==> src/rtl/axi4_lite_timer_pkg.sv <==
// Shared constants for the AXI4-Lite timer slave: register offsets,
// CTRL bit positions, bus FSM encodings and a byte-strobe merge helper.
package axi4_lite_timer_pkg;

  localparam logic [1:0] REG_CTRL     = 2'd0;
  localparam logic [1:0] REG_PRESCALE = 2'd1;
  localparam logic [1:0] REG_COMPARE  = 2'd2;
  localparam logic [1:0] REG_COUNT    = 2'd3;

  localparam int CTRL_EN       = 0;
  localparam int CTRL_AUTO_CLR = 1;
  localparam int CTRL_IRQ_EN   = 2;
  localparam int CTRL_MATCH    = 3;

  typedef enum logic [1:0] {R_IDLE, R_ADDR, R_DATA} r_state_e;
  typedef enum logic [1:0] {W_IDLE, W_ADDR, W_RESP} w_state_e;

  // Merge write data into an old word, byte lane by byte lane.
  function automatic logic [31:0] apply_strb(input logic [31:0] old,
                                             input logic [31:0] wd,
                                             input logic [3:0]  strb);
    apply_strb = old;
    for (int i = 0; i < 4; i++)
      if (strb[i]) apply_strb[8*i +: 8] = wd[8*i +: 8];
  endfunction

endpackage

==> src/rtl/axi4_lite_slave_timer_core.sv <==
// timer_core: prescaler, 32-bit COUNT, compare and sticky MATCH flag.
// AXI4_LITE_TIMER_IRQ_EN: when defined, irq is a registered MATCH & IRQ_EN;
// otherwise irq is tied low.
module timer_core (
  input  logic        clk,
  input  logic        rst,
  input  logic        en,
  input  logic        auto_clr,
  input  logic        irq_en,
  input  logic [15:0] prescale,
  input  logic [31:0] compare,
  input  logic        count_we,
  input  logic [31:0] count_wdata,
  input  logic        match_clr,
  output logic [31:0] count,
  output logic        match,
  output logic        irq
);

  logic [15:0] psc;
  logic        tick;
  logic        match_now;

  assign tick      = en && (psc == prescale);
  assign match_now = tick && (count == compare);

  // Prescaler runs 0..PRESCALE while enabled, frozen otherwise.
  always_ff @(posedge clk) begin
    if (rst)       psc <= '0;
    else if (tick) psc <= '0;
    else if (en)   psc <= psc + 16'd1;
  end

  // COUNT: a bus write beats a tick; auto-clear reloads 0 on a match tick.
  always_ff @(posedge clk) begin
    if (rst)           count <= '0;
    else if (count_we) count <= count_wdata;
    else if (tick)     count <= (match_now && auto_clr) ? 32'd0 : count + 32'd1;
  end

  // Sticky MATCH; a new match takes priority over a write-1-clear.
  always_ff @(posedge clk) begin
    if (rst)            match <= 1'b0;
    else if (match_now) match <= 1'b1;
    else if (match_clr) match <= 1'b0;
  end

`ifdef AXI4_LITE_TIMER_IRQ_EN
  // Level interrupt, one cycle behind MATCH.
  always_ff @(posedge clk) begin
    if (rst) irq <= 1'b0;
    else     irq <= match & irq_en;
  end
`else
  logic unused_irq_en;
  assign unused_irq_en = irq_en;
  assign irq = 1'b0;
`endif

endmodule

==> src/rtl/axi4_lite_slave_timer.sv <==
// AXI4-Lite responder for the prescaled timer/compare unit. Decodes a
// 16-byte window; handshake outputs stay low for addresses outside it.
// AXI4_LITE_TIMER_IRQ_EN: enables CTRL.IRQ_EN and the irq_o output.
module axi4_lite_slave_timer
  import axi4_lite_timer_pkg::*;
#(
  parameter logic [31:0] BASE_ADDR = 32'h2000_3000
) (
  input  logic        s_axi_aclk_i,
  input  logic        s_axi_rst_i,
  input  logic [31:0] s_axi_araddr_i,
  input  logic        s_axi_arvalid_i,
  output logic        s_axi_arready_o,
  input  logic        s_axi_rready_i,
  output logic        s_axi_rvalid_o,
  output logic [31:0] s_axi_rdata_o,
  input  logic [31:0] s_axi_awaddr_i,
  input  logic        s_axi_awvalid_i,
  output logic        s_axi_awready_o,
  input  logic [31:0] s_axi_wdata_i,
  input  logic [3:0]  s_axi_wstrb_i,
  input  logic        s_axi_wvalid_i,
  output logic        s_axi_wready_o,
  input  logic        s_axi_bready_i,
  output logic        s_axi_bvalid_o,
  output logic        irq_o
);

  logic clk, rst;
  assign clk = s_axi_aclk_i;
  assign rst = s_axi_rst_i;

  r_state_e r_state, r_next;
  w_state_e w_state, w_next;

  logic ar_hit, aw_hit;
  assign ar_hit = (s_axi_araddr_i[31:4] == BASE_ADDR[31:4]);
  assign aw_hit = (s_axi_awaddr_i[31:4] == BASE_ADDR[31:4]);

  logic unused_addr;
  assign unused_addr = ^{s_axi_araddr_i[1:0], s_axi_awaddr_i[1:0]};

  // Register file (timer state itself lives in timer_core)
  logic        en, auto_clr, irq_en_rd;
  logic [15:0] prescale;
  logic [31:0] compare;
  logic [31:0] count;
  logic        match;

  logic       wr_fire;
  logic [1:0] wr_off;
  logic       ctrl_we, count_we, match_clr;
  logic [31:0] rd_val;

  // Read FSM state register
  always_ff @(posedge clk) begin
    if (rst) r_state <= R_IDLE;
    else     r_state <= r_next;
  end

  // Read FSM next state: accept on hit, then hold data until rready
  always_comb begin
    r_next = r_state;
    case (r_state)
      R_IDLE:  if (s_axi_arvalid_i && ar_hit) r_next = R_ADDR;
      R_ADDR:  r_next = R_DATA;
      R_DATA:  if (s_axi_rready_i) r_next = R_IDLE;
      default: r_next = R_IDLE;
    endcase
  end

  // Read FSM outputs
  always_comb begin
    s_axi_arready_o = (r_state == R_ADDR);
    s_axi_rvalid_o  = (r_state == R_DATA);
  end

  // Write FSM state register
  always_ff @(posedge clk) begin
    if (rst) w_state <= W_IDLE;
    else     w_state <= w_next;
  end

  // Write FSM next state: address and data must arrive together
  always_comb begin
    w_next = w_state;
    case (w_state)
      W_IDLE:  if (s_axi_awvalid_i && s_axi_wvalid_i && aw_hit) w_next = W_ADDR;
      W_ADDR:  w_next = W_RESP;
      W_RESP:  if (s_axi_bready_i) w_next = W_IDLE;
      default: w_next = W_IDLE;
    endcase
  end

  // Write FSM outputs
  always_comb begin
    s_axi_awready_o = (w_state == W_ADDR);
    s_axi_wready_o  = (w_state == W_ADDR);
    s_axi_bvalid_o  = (w_state == W_RESP);
  end

  // The write is applied in the accept cycle, while the master still drives it.
  assign wr_fire   = (w_state == W_ADDR);
  assign wr_off    = s_axi_awaddr_i[3:2];
  assign ctrl_we   = wr_fire && (wr_off == REG_CTRL) && s_axi_wstrb_i[0];
  assign count_we  = wr_fire && (wr_off == REG_COUNT);
  assign match_clr = ctrl_we && s_axi_wdata_i[CTRL_MATCH];

  // CTRL, PRESCALE and COMPARE registers
  always_ff @(posedge clk) begin
    if (rst) begin
      en       <= 1'b0;
      auto_clr <= 1'b0;
      prescale <= '0;
      compare  <= '0;
    end else begin
      if (ctrl_we) begin
        en       <= s_axi_wdata_i[CTRL_EN];
        auto_clr <= s_axi_wdata_i[CTRL_AUTO_CLR];
      end
      if (wr_fire && wr_off == REG_PRESCALE) begin
        if (s_axi_wstrb_i[0]) prescale[7:0]  <= s_axi_wdata_i[7:0];
        if (s_axi_wstrb_i[1]) prescale[15:8] <= s_axi_wdata_i[15:8];
      end
      if (wr_fire && wr_off == REG_COMPARE)
        compare <= apply_strb(compare, s_axi_wdata_i, s_axi_wstrb_i);
    end
  end

`ifdef AXI4_LITE_TIMER_IRQ_EN
  // IRQ_EN bit, present only in the interrupt build
  always_ff @(posedge clk) begin
    if (rst)          irq_en_rd <= 1'b0;
    else if (ctrl_we) irq_en_rd <= s_axi_wdata_i[CTRL_IRQ_EN];
  end
`else
  assign irq_en_rd = 1'b0;
`endif

  timer_core u_core (
    .clk         (clk),
    .rst         (rst),
    .en          (en),
    .auto_clr    (auto_clr),
    .irq_en      (irq_en_rd),
    .prescale    (prescale),
    .compare     (compare),
    .count_we    (count_we),
    .count_wdata (apply_strb(count, s_axi_wdata_i, s_axi_wstrb_i)),
    .match_clr   (match_clr),
    .count       (count),
    .match       (match),
    .irq         (irq_o)
  );

  // Read-back mux
  always_comb begin
    rd_val = '0;
    case (s_axi_araddr_i[3:2])
      REG_CTRL:     rd_val = {28'd0, match, irq_en_rd, auto_clr, en};
      REG_PRESCALE: rd_val = {16'd0, prescale};
      REG_COMPARE:  rd_val = compare;
      REG_COUNT:    rd_val = count;
      default:      rd_val = '0;
    endcase
  end

  // Read data captured in the arready cycle, held through R_DATA
  always_ff @(posedge clk) begin
    if (rst)                    s_axi_rdata_o <= '0;
    else if (r_state == R_ADDR) s_axi_rdata_o <= rd_val;
  end

endmodule

==> config.mk <==
export PLATFORM = sky130hd
export DESIGN_NAME = axi4_lite_slave_timer
export DESIGN_NICKNAME = d
export VERILOG_FILES = /design/src/rtl/axi4_lite_timer_pkg.sv /design/src/rtl/axi4_lite_slave_timer_core.sv /design/src/rtl/axi4_lite_slave_timer.sv
export SDC_FILE = /design/constraint.sdc
export NUM_CORES = 1
export LEC_CHECK = 0
export BUFFER_PORTS_ARGS = -buffer_cell sky130_fd_sc_hd__buf_2
export CORE_ASPECT_RATIO = 1.5
export CORE_MARGIN = 4
export CORE_UTILIZATION = 45
export CTS_CLUSTER_SIZE = 12
export DETAILED_ROUTE_END_ITERATION = 6
export GPL_TIMING_DRIVEN = 0
export PLACE_DENSITY_LB_ADDON = 0.2
export SLEW_MARGIN = 15
export SYNTH_ARGS = -nofsm -noshare
export SYNTH_HDL_FRONTEND = slang
export SYNTH_SLANG_ARGS = --single-unit
==> constraint.sdc <==
create_clock -name s_axi_aclk_i -period 3.1 [get_ports s_axi_aclk_i]
set_input_delay 0.155 -clock s_axi_aclk_i [delete_from_list [all_inputs] [get_ports s_axi_aclk_i]]
set_output_delay 0.155 -clock s_axi_aclk_i [all_outputs]
set_load 0.02 [all_outputs]
### Yosys cells after proc, flatten, opt, wreduce, memory -nomap -nowiden

Index checks and enable logic that the tools add are counted.

* bits in registers: 135
* bits of input ports: 107
* output and inout bits: 38
* word-level logic and storage cells: 88

* add/sub/neg operators: 2
* equality and inequality tests: 22
* multiplexer cells: 16
* reduce and logical (&&, ||, !) cells: 31

Operators with widths (number)
* $pmux W32 S4: 1
* $mux W32: 3
* $eq A28 B26 Y1 const B: 2
* $add A32 B1 Y32 const B: 1
* $eq A32 B32 Y1: 1
* $mux W8: 4
* $reduce_and A2 Y1: 12
* $add A16 B1 Y16 const B: 1
* $eq A16 B16 Y1: 1
* $ne A2 B2 Y1 const B: 8
* $eq A2 B2 Y1 const B: 6
* $logic_and A1 B1 Y1: 12
* $pmux W2 S3: 2
* $eq A2 B1 Y1 const B: 4
* $logic_not A2 Y1: 4
* $mux W2: 4
* $reduce_bool A2 Y1: 2
* $mux W1: 2
* $reduce_or A2 Y1: 1

### Longest topological paths before layout

Gate-level depths: netlist (run 1).

* depth in word-level cells: 7
* gate-level depth with buffers: 8
* mapped depth without buffers: 7

### By module

From an unflattened synthesis (run 1), not the netlist that was laid out.

* cells, all modules: 936
* area, all modules: 7867.5 um2

By module, submodules not included
* axi4_lite_slave_timer: times used 1, cells each 462, area each 4255.3 um2, sequential area each 1721.7 um2
* timer_core: times used 1, cells each 474, area each 3612.2 um2, sequential area each 980.9 um2

### Worst setup path before layout (run 1)

Ideal clock, no wire load.

* kind: reg-to-reg
* start point: register u_core.count[0]
* end point: register u_core.count[28]
* library setup time: 0.136 ns
* arrival time: 1.823 ns
* data required time: 2.964 ns
* path slack: 1.141 ns
* cell stages (with the launch flop): 8
* path buffers: 0
* clock period less this slack: 1.959 ns
* cells stage by stage: dfxtp_1 -> ha_1 -> nand4_4 -> nor4_4 -> and4_1 -> a21oi_1 -> a2bb2oi_1 -> a2111oi_2

* word-level cells in the longest chain between the ends: 6
* elaborated cells on any way between the ends: 7
* classes of those cells: add/sub: 1; eq/ne: 1; mux: 3; reduce/logical: 2

RTL lines
* start: declaration: RTL line axi4_lite_slave_timer_core.sv:15 `output logic [31:0] count,`
* start signal: assignment: RTL line axi4_lite_slave_timer_core.sv:37 `else if (count_we) count <= count_wdata;`
* start signal: assignment: RTL line axi4_lite_slave_timer_core.sv:38 `else if (tick) count <= (match_now && auto_clr) ? 32'd0 : count + 32'd1;`
* parallel branches: the longest is 3 deep, another holds $add A32 B1 Y32
* $mux W32 * (2 in a row): RTL line axi4_lite_slave_timer_core.sv:38
* $mux W32 *: RTL line axi4_lite_slave_timer_core.sv:37

Mark *: on every way between the ends. The select of a mux whose other input is x is not followed.
A chain may end at the register's enable or synchronous reset.

### Final worst setup path (run 1)

* start point: register u_core.count[26]
* end point: register u_core.count[0]

* word-level cells in the longest chain between the ends: 6

RTL lines
* $eq A32 B32 Y1: RTL line axi4_lite_slave_timer_core.sv:25 `assign match_now = tick && (count == compare);`
* $logic_and A1 B1 Y1: RTL line axi4_lite_slave_timer_core.sv:25
* $logic_and A1 B1 Y1: RTL line axi4_lite_slave_timer_core.sv:38
* $mux W32 (2 in a row): RTL line axi4_lite_slave_timer_core.sv:38
* $mux W32: RTL line axi4_lite_slave_timer_core.sv:37

No other way between the ends. The select of a mux whose other input is x is not followed.

==> results of run 1 <==
[flip-flops by register name, indices dropped and copies added, names as in the netlist]
| register | cells |
|---|---|
| r_state | 2 |
| auto_clr | 1 |
| u_core.psc | 16 |
| compare | 32 |
| w_state | 2 |
| prescale | 16 |
| u_core.count | 32 |
| en | 1 |
| s_axi_rdata_o | 32 |
| u_core.match | 1 |
[worst min-delay path, stage by stage]
cell and delay [ns]:
buf_2 0.09, inv_1 0.04, a21oi_1 0.05, nor2_1 0.07
[cell families after synthesis]
group | count (synthesis) | synth area share
adders and majority gates | 2 | 0.00335
and+or+nand+nor | 389 | 0.266
buffers and inverters | 81 | 0.0526
DFF | 135 | 0.362
xor gates and xnor gates | 69 | 0.0809
other | 1 | 0.000502
muxes | 41 | 0.0651
AOI/OAI and AO/OA | 184 | 0.170
[area by class of cell]
type	count	share of cell area
multi-input cells	686	0.475
flip-flops and latches	135	0.293
repair buffers	158	0.0978
clock buffers	21	0.0500
plain buffers	71	0.0386
well taps	206	0.0280
clock inverters	11	0.0133
inverters	10	0.00407
[Yosys cell counts (all sizes together) (3+ instances only)]
master | instances | area share
a211oi | 13 | 0.013
a21oi | 69 | 0.047
a221oi | 23 | 0.029
a22oi | 17 | 0.017
a2bb2oi | 5 | 0.0067
a31oi | 6 | 0.0050
and2 | 5 | 0.0042
and3 | 15 | 0.013
and4 | 10 | 0.012
buf | 39 | 0.031
clkbuf | 32 | 0.016
dfxtp | 135 | 0.36
inv | 10 | 0.0050
mux2 | 31 | 0.047
mux2i | 7 | 0.0094
mux4 | 3 | 0.0090
nand2 | 99 | 0.050
nand3 | 67 | 0.047
nand4 | 31 | 0.030
nor2 | 96 | 0.049
nor2b | 4 | 0.0033
nor3 | 28 | 0.020
nor4 | 15 | 0.018
nor4b | 6 | 0.0079
o21ai | 22 | 0.019
o22a | 3 | 0.0035
o22ai | 4 | 0.0033
or3 | 5 | 0.0042
xnor2 | 53 | 0.062
xor2 | 16 | 0.019
[worst min path at each step]
stage	startpoint	endpoint	slack [ns]
after detailed placement	s_axi_awaddr_i[16]	w_state[0]$_SDFFE_PP0P_	0.32
after global placement	s_axi_awaddr_i[18]	w_state[0]$_SDFFE_PP0P_	0.32
after CTS	s_axi_bready_i	w_state[1]$_SDFFE_PP0P_	0.0002
after floorplan	s_axi_awaddr_i[16]	w_state[0]$_SDFFE_PP0P_	0.23
final	s_axi_bready_i	w_state[1]$_SDFFE_PP0P_	0.008
after global routing	s_axi_wdata_i[7]	compare[7]$_SDFFE_PP0P_	0.02
[metal layers]
layer,vias to the layer above,GRT usage,share of wire
li1,3622,-,-
met1,3472,0.304,0.38
met2,264,0.474,0.51
met3,79,0.0529,0.056
met4,0,0.151,0.055
met5,-,0,0
[where the power goes]
group	leakage (nW)	internal [mW]	switching, mW	total [mW]
Combinational	2.27	0.0974	0.142	0.239
Clock	0.276	1.23	0.819	2.04
Sequential	1.09	1.73	0.0000000568	1.73
Total	3.64	3.06	0.961	4.02
[placed cells by master (no fill, tap or decap), drive strengths merged, types with 3 or more instances in the layout]
| cell | n |
|---|---|
| nor3 | 28 |
| nor4 | 15 |
| a31oi | 6 |
| inv | 12 |
| o22a | 3 |
| nand4 | 31 |
| a21oi | 69 |
| xnor2 | 53 |
| nor2b | 4 |
| a211oi | 13 |
| xor2 | 16 |
| and3 | 15 |
| a2bb2oi | 5 |
| clkinvlp | 4 |
| and2 | 5 |
| nand3 | 67 |
| buf | 175 |
| a221oi | 23 |
| mux4 | 3 |
| nand2 | 99 |
| clkinv | 3 |
| nor4b | 6 |
| o21ai | 22 |
| a22oi | 17 |
| nor2 | 96 |
| or3 | 5 |
| dfxtp | 135 |
| clkbuf | 53 |
| mux2 | 31 |
| and4 | 10 |
| o22ai | 4 |
| mux2i | 7 |
| dlygate4sd3 | 22 |
==> flow_metrics.tcl, run 1 <==
set metrics [dict create \
    final_util 0.567 \
    rrSetupSlack_ns 0.54 \
    worst-endpoint-required_ns 3.40 \
    min_period_over_period 0.826 \
    slew_headroom 0.378 \
    powerDensity_nw_per_um2 436 \
    area_growth_pct 23.3 \
    syn_area_per_cell_um2 8.28 \
    cp_slowest_cell "nor4_4" \
    cts_root_buffer "clkbuf_16" \
    synth_cell_types 73 \
    antenna_found_initial 0 \
    cp_cell_sequence "buf_2 > xnor2_1 > nand4_1 > nor4_4 > nand4_2 > buf_2 > nand2_1 > o32ai_1" \
    hold_viol 0 \
    grt_usage 0.271 \
    yosys_warnings 0 \
    yosysSeqAreaShare 0.362 \
    status "complete, no violations" \
    finalPower_mw 4.02 \
    slew_violations 0 \
    syn_inst 902 \
    cts_setup_buffers 0 \
    drt_iter0_drc 575 \
    grt_pass1_wl_um 39800 \
    cts_made_buffers 17 \
    multi_input_area_um2 4380 \
    critPathBufInv 2 \
    design_area_um2 9210 \
    ir_drop_mv 0.368 \
    fin_nets 1188 \
    p_leak_nw 3.64 \
    fin_ws_ns 0.541 \
    syn_nets 1011 \
    std_cell_rows 57 \
    gp_congestion 0.948 \
    pin_count 145 \
    critPathKind "reg2reg" \
    finClkSkew_ns 0.00470 \
    final.setup.tns_ns 0 \
    critPathMaxStageDelay_ns 0.43 \
    drive_above_1_share 0.240 \
    endpoint "u_core.count[0]$_SDFFE_PP0P_" \
    fillCellCount 1613 \
    critPathMostFrequentCell "buf_2" \
    io_buffers 136 \
    register_area_um2 2700 \
    post_drt_wl_per_cell_um 19.5 \
    path_delay_family "simple AND/OR/NAND/NOR gates" \
    rsz0062_at_grt "false" \
    worst_slew_pin_slew_ns 0.933 \
    cap_violations 0 \
    dieArea_um2 18800 \
    die_width_um 113 \
    cts.sinks 135 \
    fmax_ghz 0.391 \
    worst_skew_pair.late_latency_ns 0.44 \
    dp_hpwl_um 19400 \
    finalSetupViolations 0 \
    timing.rr.start "u_core.count[26]$_SDFFE_PP0P_" \
    htreeDepth 4 \
    crit_path_max_fanout 10 \
    fin_cells 1298 \
    post_cts_resized 0 \
    synth-main-ff-cell "dfxtp_1" \
    syn_area_um2 7470 \
    die_h_um 166 \
    startpoint_type "flip-flop" \
    cts_tree "yes" \
    grt_max_degree 17 \
    cts_buffer_depth 2 \
    dp_slack_ns 0.579 \
    min_period_ns 2.56 \
    viasPerCell 5.73 \
    ant_nets 0 \
    clk_pin_slew_ns 0.06 \
    core_um2 16300 \
    start_util 0.460 \
    worstPathArrival_ns 2.86 \
    rr_endpoint "u_core.count[0]$_SDFFE_PP0P_" \
    n_antenna_cell 0 \
    postPlaceCellArea_um2 8410 \
    crit_cells 8 \
    end_kind "flip-flop" \
    crit_start "u_core.count[26]$_SDFFE_PP0P_" \
    drc 0 \
    synth_edf_count 0 \
    holdBufCountCts 22 \
    min_path_type "in2reg" \
    hold_ws_ns 0.00787 \
    dp_cells 1244 \
    dr.pass1.iters 5 \
    overflow 0 \
    vias 7437 \
    synth_seq_cells 135 \
    r2r_cells 8 \
    grt_pass1_vias 7285 \
    hold_path_depth 4 \
    synthArstFlopShare 0 \
    routed_wl_um 25300 \
]
(Power assumes the default switching activity.)
==> inputs of run 2 (changes only) <==
==> constraint.sdc (replaced) <==
create_clock -name s_axi_aclk_i -period 2.45 [get_ports s_axi_aclk_i]
set_input_delay 0.1225 -clock s_axi_aclk_i [delete_from_list [all_inputs] [get_ports s_axi_aclk_i]]
set_output_delay 0.1225 -clock s_axi_aclk_i [all_outputs]
set_load 0.02 [all_outputs]
==> run 2 against run 1 <==
Worst hold slack gained 0.10 ns. Cell count increased by 1.2%. Sequential power increased by 27%. Die area is the same. Sequential share of layout area shrank 0.65 points. Wire length grew 0.81%. First-iteration DRC count decreased by 13%. Utilization increased by 1.3 points. Register-to-register slack worse by 0.48 ns. Flip-flop and latch count did not move. Largest cell class unchanged. Largest power group unchanged.
==> flow_metrics.tcl, run 2 (synthesis gave the netlist of run 1 again) <==
set metrics [dict create \
    status "complete, no violations" \
    rrSetupSlack_ns 0.07 \
    rsz0062_at_grt "false" \
    p_sw_mw 1.22 \
    cts_buffer_depth 2 \
    final.setup.tns_ns 0 \
    vias 7562 \
    critPathMostFrequentCell "buf_2" \
    finalPower_mw 5.11 \
    routed_wl_um 25500 \
    critPathKind "reg2reg" \
    critPathMaxStageDelay_ns 0.44 \
    min_period_ns 2.38 \
    die_width_um 113 \
    post_drt_wl_per_cell_um 19.4 \
    seqPwrFrac 0.430 \
    grt_usage 0.273 \
    cts.sinks 135 \
    ant_nets 0 \
    dp_hpwl_um 19400 \
    worst-endpoint-required_ns 2.75 \
    htreeDepth 4 \
    final_util 0.579 \
    cap_violations 0 \
    end_kind "flip-flop" \
    power.internal_mw 3.89 \
    slew_headroom 0.368 \
    fmax_ghz 0.419 \
    mostFrequentLayoutCell "buf_2" \
    cp_slowest_cell "nor4_4" \
    dp_slack_ns -0.0710 \
    overflow 0 \
    viasPerCell 5.75 \
    grt_max_degree 17 \
    power_frac_clock 0.507 \
    worst_slew_pin_slew_ns 0.948 \
    final_cell_mix "159 x buf_2, 135 x dfxtp_1, 99 x nand2_1" \
    critPathBufInv 2 \
    dr.pass1.iters 5 \
    hold_ws_ns 0.108 \
    fin_ws_ns 0.0657 \
    finalSetupViolations 0 \
    cts_root_buffer "clkbuf_16" \
    dieArea_um2 18800 \
    combPwrFrac 0.063 \
    area_growth_pct 26.1 \
    cts_made_buffers 17 \
    grt_pass1_wl_um 40200 \
    postPlaceCellArea_um2 8410 \
    drt_iter0_drc 503 \
    cts_tree "yes" \
    slew_violations 0 \
    n_antenna_cell 0 \
    drc 0 \
    worstPathArrival_ns 2.68 \
    ir_drop_mv 0.464 \
    drive_above_1_share 0.240 \
    crit_path_max_fanout 10 \
    clk_pin_slew_ns 0.06 \
    path_delay_family "simple AND/OR/NAND/NOR gates" \
    start_util 0.460 \
    pin_count 145 \
    fillCellCount 1594 \
    p_leak_nw 3.69 \
    die_h_um 166 \
    std_cell_rows 57 \
    gp_congestion 0.948 \
    worst_skew_pair.late_latency_ns 0.44 \
    io_buffers 136 \
    hold_viol 0 \
    powerDensity_nw_per_um2 542 \
    dp_cells 1244 \
    design_area_um2 9420 \
    antenna_found_initial 0 \
    min_period_over_period 0.973 \
    p_sw_frac 0.239 \
    fin_cells 1314 \
    finClkSkew_ns 0.00474 \
    core_um2 16300 \
    startpoint_type "flip-flop" \
    cp_cell_sequence "buf_2 > xnor2_1 > nand4_1 > nor4_4 > nand4_4 > buf_2 > nand2_1 > o32ai_1" \
    fin_nets 1204 \
    grt_pass1_vias 7366 \
    top_regs "compare x32, s_axi_rdata_o x32, u_core.count x32" \
    min_path_type "in2reg" \
]
## run 2: cell type report
| type | count | area (um^2) | area share |
|---|---|---|---|
| plain buffers | 70 | 352 | 0.0373 |
| flip-flops and latches | 135 | 2700 | 0.287 |
| clock inverters | 11 | 123 | 0.0130 |
| inverters | 10 | 37.5 | 0.00398 |
| repair buffers | 175 | 1070 | 0.114 |
| multi-input cells | 686 | 4420 | 0.469 |
| clock buffers | 21 | 460 | 0.0489 |
| well taps | 206 | 258 | 0.0274 |
## run 2: worst paths after layout
check / from / end / cells after the start
setup / recovery: u_core.count[16]$_SDFFE_PP0P_ / u_core.count[0]$_SDFFE_PP0P_ / 8
hold reg to reg: s_axi_rdata_o[0]$_SDFFE_PP0P_ / s_axi_rdata_o[0]$_SDFFE_PP0P_ / 2
setup reg to reg: u_core.count[16]$_SDFFE_PP0P_ / u_core.count[0]$_SDFFE_PP0P_ / 8
hold / removal: s_axi_wstrb_i[3] / u_core.count[28]$_SDFFE_PP0P_ / 3
## run 2: tightest hold or removal path: cells and delay by family
kind / cells / cell delay [ns]
buffers and inverters: 1 / 0.12
AOI/OAI and AO/OA: 2 / 0.25
## run 2: power by group through the flow
| stage | logic (mW) | registers (mW) | clock network (mW) |
|---|---|---|---|
| after detailed placement | 0.275 | 2.24 | 0 |
| after floorplan | 0.116 | 2.24 | 0 |
| after global routing | 0.347 | 2.19 | 2.71 |
| after CTS | 0.321 | 2.19 | 2.60 |
| after global placement | 0.272 | 2.24 | 0 |
| final | 0.324 | 2.20 | 2.59 |
## run 2: layer usage
metal,global-route usage,vias up,wire [um]
met3,0.0492,92,1470
li1,-,3655,-
met1,0.309,3520,9620
met4,0.151,0,1410
met5,0,-,0
met2,0.479,295,13000
## run 2: timing repair
action | in CTS | in global routing
pin swaps | 1 | 1
buffers inserted | 0 | 0
setup endpoints to repair | 9 | 25
gates cloned | 0 | 0
gates resized for setup | 2 | 4
endpoints found under the hold margin | 54 | 0
hold buffers | 39 | 0
==> inputs of run 3 (changes only) <==
==> constraint.sdc (replaced) <==
create_clock -name s_axi_aclk_i -period 2.6 [get_ports s_axi_aclk_i]
set_input_delay 0.13 -clock s_axi_aclk_i [delete_from_list [all_inputs] [get_ports s_axi_aclk_i]]
set_output_delay 0.13 -clock s_axi_aclk_i [all_outputs]
set_load 0.02 [all_outputs]
==> run 3 against run 2 <==
Register-to-register slack gained 0.02 ns. Sequential power is 6% lower. Non-clock buffer count stayed put. Clock skew hardly changed. Critical path depth is the same. Wire length decreased by 0.10%. Global-route usage hardly changed. Clock-buffer cell count is the same. Flip-flop and latch count did not move. Largest power group unchanged.
==> flow_metrics.tcl, run 3 (synthesis gave the netlist of run 1 again) <==
set metrics [dict create \
    p_leak_nw 3.68 \
    start_util 0.460 \
    slew_violations 0 \
    clk_pin_slew_ns 0.06 \
    drt_iter0_drc 557 \
    drive_above_1_share 0.236 \
    startpoint_type "flip-flop" \
    mostFrequentLayoutCell "buf_2" \
    dr.pass1.iters 5 \
    io_buffers 136 \
    grt_pass1_wl_um 40200 \
    fmax_ghz 0.397 \
    ir_drop_mv 0.439 \
    cap_violations 0 \
    min_path_type "in2reg" \
    grt_pass1_vias 7369 \
    core_um2 16300 \
    post_drt_wl_per_cell_um 19.4 \
    grt_usage 0.273 \
    power.internal_mw 3.66 \
    power_frac_clock 0.507 \
    dieArea_um2 18800 \
    htreeDepth 4 \
    path_delay_family "simple AND/OR/NAND/NOR gates" \
    routed_wl_um 25400 \
    dp_hpwl_um 19400 \
    rsz0062_at_grt "false" \
    worstPathArrival_ns 2.81 \
    finalSetupViolations 0 \
    status "complete, no violations" \
    finClkSkew_ns 0.00523 \
    viasPerCell 5.76 \
    crit_path_max_fanout 10 \
    hold_ws_ns 0.114 \
    worst_slew_pin_slew_ns 0.883 \
    gp_congestion 0.948 \
    min_period_over_period 0.968 \
    critPathMaxStageDelay_ns 0.42 \
    critPathBufInv 2 \
    area_growth_pct 25.7 \
    top_regs "compare x32, s_axi_rdata_o x32, u_core.count x32" \
    worst-endpoint-required_ns 2.90 \
    cp_cell_sequence "buf_2 > xnor2_1 > nand4_1 > nor4_4 > nand4_2 > buf_2 > nand2_1 > o32ai_1" \
    p_sw_mw 1.15 \
    powerDensity_nw_per_um2 513 \
    vias 7566 \
    hold_viol 0 \
    p_sw_frac 0.239 \
    ant_nets 0 \
    grt_max_degree 17 \
    drc 0 \
    cts_made_buffers 17 \
    slew_headroom 0.411 \
    fillCellCount 1597 \
    critPathMostFrequentCell "buf_2" \
    overflow 0 \
    die_width_um 113 \
    seqPwrFrac 0.430 \
    end_kind "flip-flop" \
    final_cell_mix "159 x buf_2, 135 x dfxtp_1, 99 x nand2_1" \
    n_antenna_cell 0 \
    cts_tree "yes" \
    std_cell_rows 57 \
    cts_buffer_depth 2 \
    die_h_um 166 \
    antenna_found_initial 0 \
    cts.sinks 135 \
    critPathKind "reg2reg" \
    combPwrFrac 0.063 \
    fin_nets 1204 \
    pin_count 145 \
    min_period_ns 2.52 \
    cp_slowest_cell "nor4_4" \
    final.setup.tns_ns 0 \
    worst_skew_pair.late_latency_ns 0.44 \
    cts_root_buffer "clkbuf_16" \
]
run 3: cell counts in the layout (fill, tap and decap cells not counted):
No cell type changed its count.
run 3: what timing repair did:
action                                 4_1_cts  5_1_grt
endpoints found under the hold margin       50        0
resized for setup                            0        1
buffers inserted                             0        0
hold buffers                                39        0
setup endpoints to repair                    0        7
run 3: stage by stage:
step | setup slack [ns] | power [mW] | cell area, um^2 | util | cells
floorplan | 0.641 | 2.22 | 7470 | - | 902
global placement | 0.113 | 2.37 | 8410 | 0.517 | 1244
detailed placement | 0.0790 | 2.37 | 8410 | 0.517 | 1244
CTS | 0.0783 | 4.82 | 9380 | 0.577 | 1315
global route | 0.0159 | 4.95 | 9390 | 0.577 | 1314
finish | 0.0829 | 4.81 | 9390 | 0.577 | 1314
run 3: final cells by class:
class	instances	area [um^2]	share of cell area
multi-input combinational	686	4390	0.467
sequential	135	2700	0.288
timing repair buffer	175	1070	0.114
clock buffer	21	460	0.0490
buffer	70	352	0.0374
tap	206	258	0.0275
clock inverter	11	123	0.0131
inverter	10	37.5	0.00400
run 3: path summary, 6_finish.rpt:
check,from,endpoint,slack [ns],depth (start not counted)
max,u_core.count[26]$_SDFFE_PP0P_,u_core.count[0]$_SDFFE_PP0P_,0.08,8
min,s_axi_wstrb_i[3],u_core.count[28]$_SDFFE_PP0P_,0.11,3
max reg2reg,u_core.count[26]$_SDFFE_PP0P_,u_core.count[0]$_SDFFE_PP0P_,0.08,8
min reg2reg,s_axi_rdata_o[0]$_SDFFE_PP0P_,s_axi_rdata_o[0]$_SDFFE_PP0P_,0.45,2
run 3: power by group through the flow:
stage	logic (mW)	registers (mW)	clock network (mW)
floorplan	0.109	2.11	0
global placement	0.256	2.11	0
detailed placement	0.259	2.11	0
CTS	0.302	2.07	2.45
global route	0.327	2.07	2.56
finish	0.305	2.07	2.44
run 3: worst register-to-register path, delay by kind of cell (launching register included):
kind,cells,cell delay [ns]
xor+xnor,1,0.39
compound gates,1,0.09
buf+inv,2,0.49
flops,1,0.29
simple gates,4,1.12
run 3: routing by layer:
metal	part of all wire	wire, um	global-route usage
met2	0.51	13000	0.478
met3	0.061	1560	0.0521
met4	0.055	1390	0.152
met1	0.37	9480	0.307
met5	0	0	0
